`src/rtl/ofm_pkg.sv`:
```
// Shared types and constants for the OFM write buffer: drain FSM encoding and
// the leaky-ReLU shift amount used when OFM_LEAKY_RELU_EN is defined.
package ofm_pkg;

    typedef enum logic [0:0] {
        StIdle  = 1'b0,
        StDrain = 1'b1
    } ofm_state_e;

    localparam int unsigned LeakyShift = 3;

endpackage

```
`src/rtl/ofm_leaky_relu.sv`:
```
// Combinational leaky ReLU: negative two's-complement values are scaled by 1/8
// through an arithmetic right shift; non-negative values pass through.
module ofm_leaky_relu
    import ofm_pkg::*;
#(
    parameter int unsigned DATA_WIDTH = 16
) (
    input  logic [DATA_WIDTH-1:0] data_i,
    output logic [DATA_WIDTH-1:0] data_o
);

    always_comb begin
        data_o = data_i;
        if (data_i[DATA_WIDTH-1]) begin
            data_o = $unsigned($signed(data_i) >>> LeakyShift);
        end
    end

endmodule

```
`src/rtl/ofm_write_buffer.sv`:
```
// Ping-pong OFM write buffer: captures whole systolic columns and streams them out
// one element per cycle. Optional leaky ReLU on the output path via OFM_LEAKY_RELU_EN.
module ofm_write_buffer
    import ofm_pkg::*;
#(
    parameter int unsigned DATA_WIDTH    = 16,
    parameter int unsigned SYSTOLIC_SIZE = 16
) (
    input  logic                              clk,
    input  logic                              rst_n,
    input  logic                              load,
    input  logic [SYSTOLIC_SIZE*DATA_WIDTH-1:0] data_in,
    output logic                              ready,
    output logic                              write,
    output logic [DATA_WIDTH-1:0]             data_out,
    output logic                              done,
    output logic                              overflow
);

    localparam int unsigned CntW = (SYSTOLIC_SIZE > 1) ? $clog2(SYSTOLIC_SIZE) : 1;
    localparam int unsigned ColW = SYSTOLIC_SIZE * DATA_WIDTH;
    localparam logic [CntW-1:0] CntLast = CntW'(SYSTOLIC_SIZE - 1);

    logic [ColW-1:0]       bank_q [2];
    logic [1:0]            full_q;
    logic                  fill_ptr_q;
    logic                  drain_ptr_q;
    logic [CntW-1:0]       cnt_q;
    ofm_state_e            state_q;
    logic                  write_q;
    logic                  done_q;
    logic                  overflow_q;
    logic [DATA_WIDTH-1:0] data_q;

    logic                  accept;
    logic                  drain_now;
    logic                  last_elem;
    logic                  other_full;
    logic [DATA_WIDTH-1:0] elem_raw;
    logic [DATA_WIDTH-1:0] elem_out;

    assign ready      = ~(full_q[0] & full_q[1]);
    assign accept     = load & ready;
    assign drain_now  = full_q[drain_ptr_q];
    assign last_elem  = (cnt_q == CntLast);
    assign other_full = full_q[~drain_ptr_q];
    assign elem_raw   = bank_q[drain_ptr_q][cnt_q*DATA_WIDTH +: DATA_WIDTH];

`ifdef OFM_LEAKY_RELU_EN
    ofm_leaky_relu #(
        .DATA_WIDTH (DATA_WIDTH)
    ) u_leaky_relu (
        .data_i (elem_raw),
        .data_o (elem_out)
    );
`else
    assign elem_out = elem_raw;
`endif

    // Storage is intentionally left out of reset; full flags gate its use.
    always_ff @(posedge clk) begin
        if (accept) begin
            bank_q[fill_ptr_q] <= data_in;
        end
    end

    always_ff @(posedge clk or negedge rst_n) begin
        if (!rst_n) begin
            full_q      <= 2'b00;
            fill_ptr_q  <= 1'b0;
            drain_ptr_q <= 1'b0;
            cnt_q       <= '0;
            state_q     <= StIdle;
            write_q     <= 1'b0;
            done_q      <= 1'b0;
            overflow_q  <= 1'b0;
            data_q      <= '0;
        end else begin
            done_q  <= 1'b0;
            write_q <= drain_now;

            if (load && !ready) begin
                overflow_q <= 1'b1;
            end

            // Fill and drain always target different banks when both act on one edge.
            if (accept) begin
                full_q[fill_ptr_q] <= 1'b1;
                fill_ptr_q         <= ~fill_ptr_q;
            end

            if (drain_now) begin
                data_q <= elem_out;
                if (last_elem) begin
                    full_q[drain_ptr_q] <= 1'b0;
                    drain_ptr_q         <= ~drain_ptr_q;
                    cnt_q               <= '0;
                    done_q              <= 1'b1;
                end else begin
                    cnt_q <= cnt_q + 1'b1;
                end
            end

            unique case (state_q)
                StIdle: begin
                    if (drain_now && !(last_elem && !other_full)) begin
                        state_q <= StDrain;
                    end
                end
                StDrain: begin
                    if (!drain_now || (last_elem && !other_full)) begin
                        state_q <= StIdle;
                    end
                end
                default: state_q <= StIdle;
            endcase
        end
    end

    assign write    = write_q;
    assign data_out = data_q;
    assign done     = done_q;
    assign overflow = overflow_q;

endmodule

```
`config.mk`:
```
export PLATFORM = sky130hd
export DESIGN_NAME = ofm_write_buffer
export DESIGN_NICKNAME = d
export VERILOG_FILES = /design/src/rtl/ofm_pkg.sv /design/src/rtl/ofm_leaky_relu.sv /design/src/rtl/ofm_write_buffer.sv
export SDC_FILE = /design/constraint.sdc
export NUM_CORES = 1
export LEC_CHECK = 0
export CAP_MARGIN = 25
export CORE_MARGIN = 8
export CORE_UTILIZATION = 47
export CTS_BUF_LIST = sky130_fd_sc_hd__clkbuf_4 sky130_fd_sc_hd__clkbuf_8
export DETAILED_ROUTE_END_ITERATION = 16
export PLACE_DENSITY_LB_ADDON = 0.08
export SLEW_MARGIN = 20
export SYNTH_ARGS = -nofsm -noshare
export SYNTH_HDL_FRONTEND = slang
export SYNTH_SLANG_ARGS = --single-unit
export TNS_END_PERCENT = 30
```
`constraint.sdc`:
```
create_clock -name clk -period 12.3 [get_ports clk]
set_clock_uncertainty 0.15 [all_clocks]
set_input_delay 2.46 -clock clk [delete_from_list [all_inputs] [get_ports clk]]
set_output_delay 2.46 -clock clk [all_outputs]
set_load 0.01 [all_outputs]
```
==> run summary <==
I/O pin count: 279
P per Cell Area: 218 nW/um^2
Routed WL: 49500 um
DPL Wire Length: 32500 um
Share of cells above drive strength 1: 0.180
Top FF cell, synth: edfxtp_1
Worst r2r dst: data_out[3]
Metal3 WL: 3480 um
Most common cell in the netlist: edfxtp_1
Setup CP Type: primary input to flop
Skew-Pair Late Insertion Delay: 0.61 ns
Worst Setup SP: load
Die Area: 50600 um^2
Vias in the first global route: 11.4k
Fin nets: 1555
Wire length on met2: 24300 um
Slew headroom: 0.333
Synth top area cells: edfxtp_1 75%, mux4_2 8.8%, mux2i_1 6.1%, dfrtp_1 3.3%, o22ai_1 0.94%
Placer Congestion: 0.739
Final ANT Viol Nets: 0
Fill cells: 3226
Htree depth: 3
Fin Setup TNS: 0 ns
Slew Viols, Final: 0
Top sig layer: met5
Worst Path Max Fanout: 66
Crit end category: flop
Crit path DAT: 4.65 ns
Crit path capture: bank_q[0][199]
Register-to-Register Path Depth: 6
Hold Buf Count CTS: 0
Yosys top cell area share: 0.749
Synth warnings: 0
Diode count: 0
Worst slew pin tran: 1.00 ns
GRT Total Usage: 0.193
Setup Fix Bufs, Post-CTS: 0
Post-synth top area cell: edfxtp_1
Worst R2R Setup Slack: 8.16 ns
PortBufs: 278
CP startpoint kind: primary input
Drt via density: 5.42
Initial Util: 0.477
Die H: 225 um
Clock tree buffer depth: 3
LEAKAGE: 8.44 nW
Worst EP required: 12.38 ns
DRC: 0
Root buffer cell: clkbuf_8
Seq cells post-synth: 539
RSZ-0062 raised after global routing: false
Post-synth cell types: 37
Final setup vio count: 0
Initial drt markers: 831
Reg clk slew, reported paths: 0.06 ns
Mean Syn Cell Area: 21.2 um^2
Die Width: 225 um
Post-synth EDFFs: 512
Largest net degree at the start of global routing: 151
Wirelength per Cell: 25.4 um
Worst hold path class: flop to flop
Maximum VDD drop: 90.7 uV
Area grow syn2layout: 24.9%
Clk sink count: 539
CTS tree: built
Vias: 10.6k
Post-cts sizing count: 0
Max Freq: 0.219 GHz
Global-route wire length before repair: 71900 um
Initial antenna violation count: 2
Worst R2R Start: drain_ptr_q
Period utilization: 0.372
# rows: 76
Synthesized cell area: 20500 um^2
DRT Pass-1 Iters: 5
Final hold vios: 0
Minimum clock period: 4.57 ns
Syn Inst Count: 970
Core ar.: 43100 um^2
Wl on met1: 20700 um
Synthesized Nets: 1230
Status: completed
Max cap viols: 0
Post-synth top cells: 512 x edfxtp_1, 126 x mux2i_1, 80 x mux4_2, 31 x o22ai_1, 28 x nand2_1
Asr flop ratio synth: 0.0501
Total CTS buffers: 85
Final core utilization: 0.595
Total gr overflow: 0
Register area share after synthesis: 0.782
## metrics by stage
step                hold WS [ns]  power [mW]  area [um^2]  setup slack, ns  instances
floorplan                  0.328        3.57        20500             2.45        970
global placement           0.306        4.11        23900             7.14       1792
detailed placement         0.312        4.14        23900             7.11       1792
CTS                        0.328        5.66        25600             7.76       1944
global route               0.353        5.84        25600             7.68       1945
finish                     0.328        5.58        25600             7.73       1945
## metal layers
metal	track usage	vias to the layer above
met1	0.259	5367
met5	0	-
met2	0.314	387
met3	0.0457	71
met4	0.0574	4
li1	-	4721
## cell families after synthesis
group / after synthesis / synth area share
buf+inv: 57 / 0.0146
flops: 539 / 0.782
xor+xnor: 2 / 0.000854
mux: 209 / 0.151
fa+ha+maj: 1 / 0.000609
compound gates: 88 / 0.0346
simple gates: 74 / 0.0165
## cell usage in the layout, fill, tap and decap left out, types with 2 or more instances in the layout
cell type        count
a2111oi_0            2
buf_12               3
buf_4               10
bufinv_16            3
clkbuf_4            36
clkbuf_8            92
clkdlybuf4s50_1    277
clkinv_1            14
clkinv_2             7
dfrtp_1             23
dfrtp_4              3
edfxtp_1           512
inv_1                3
mux2_2               2
mux2i_1            126
mux4_2              80
nand2_1             28
nand3b_1             2
nor2_1              22
o2111ai_1           15
o21ai_1              2
o221a_1             15
o22a_1              16
o22ai_1             31
or3_1               15
xnor2_1              2
## power breakdown
part | internal, mW | switching (mW)
clock | 0.857 | 0.658
combinational | 0.688 | 0.880
sequential | 2.35 | 0.150
total | 3.89 | 1.69
## worst min path at each step
stage / start / end / depth (start not counted)
2_1_floorplan: fill_ptr_q / fill_ptr_q / 1
3_3_place_gp: overflow / overflow / 1
3_5_place_dp: overflow / overflow / 1
4_1_cts: overflow / overflow / 1
5_1_grt: overflow / overflow / 1
6_report: overflow / overflow / 1
## sequential cells by signal (all words and copies together), names as in the netlist
| register | count |
|---|---|
| fill_ptr_q | 1 |
| cnt_q | 4 |
| data_out | 16 |
| full_q | 2 |
| done | 1 |
| write | 1 |
| bank_q | 512 |
| drain_ptr_q | 1 |
| overflow | 1 |
## worst max-delay path: stages
cell and delay, ns:
clkdlybuf4s50_1 0.50, nand2_1 0.14, nor2_4 0.10, buf_4 0.52, buf_4 0.84
## area by class of cell
| cell class | instances | area [um^2] | area share |
|---|---|---|---|
| tap | 585 | 732 | 0.0286 |
| clock buffer | 128 | 1540 | 0.0599 |
| clock inverter | 24 | 178 | 0.00693 |
| inverter | 4 | 15.0 | 0.000586 |
| sequential | 539 | 16100 | 0.627 |
| timing repair buffer | 291 | 2910 | 0.114 |
| multi-input combinational | 374 | 4200 | 0.164 |
Note: power is estimated with default switching activity, not from simulation.
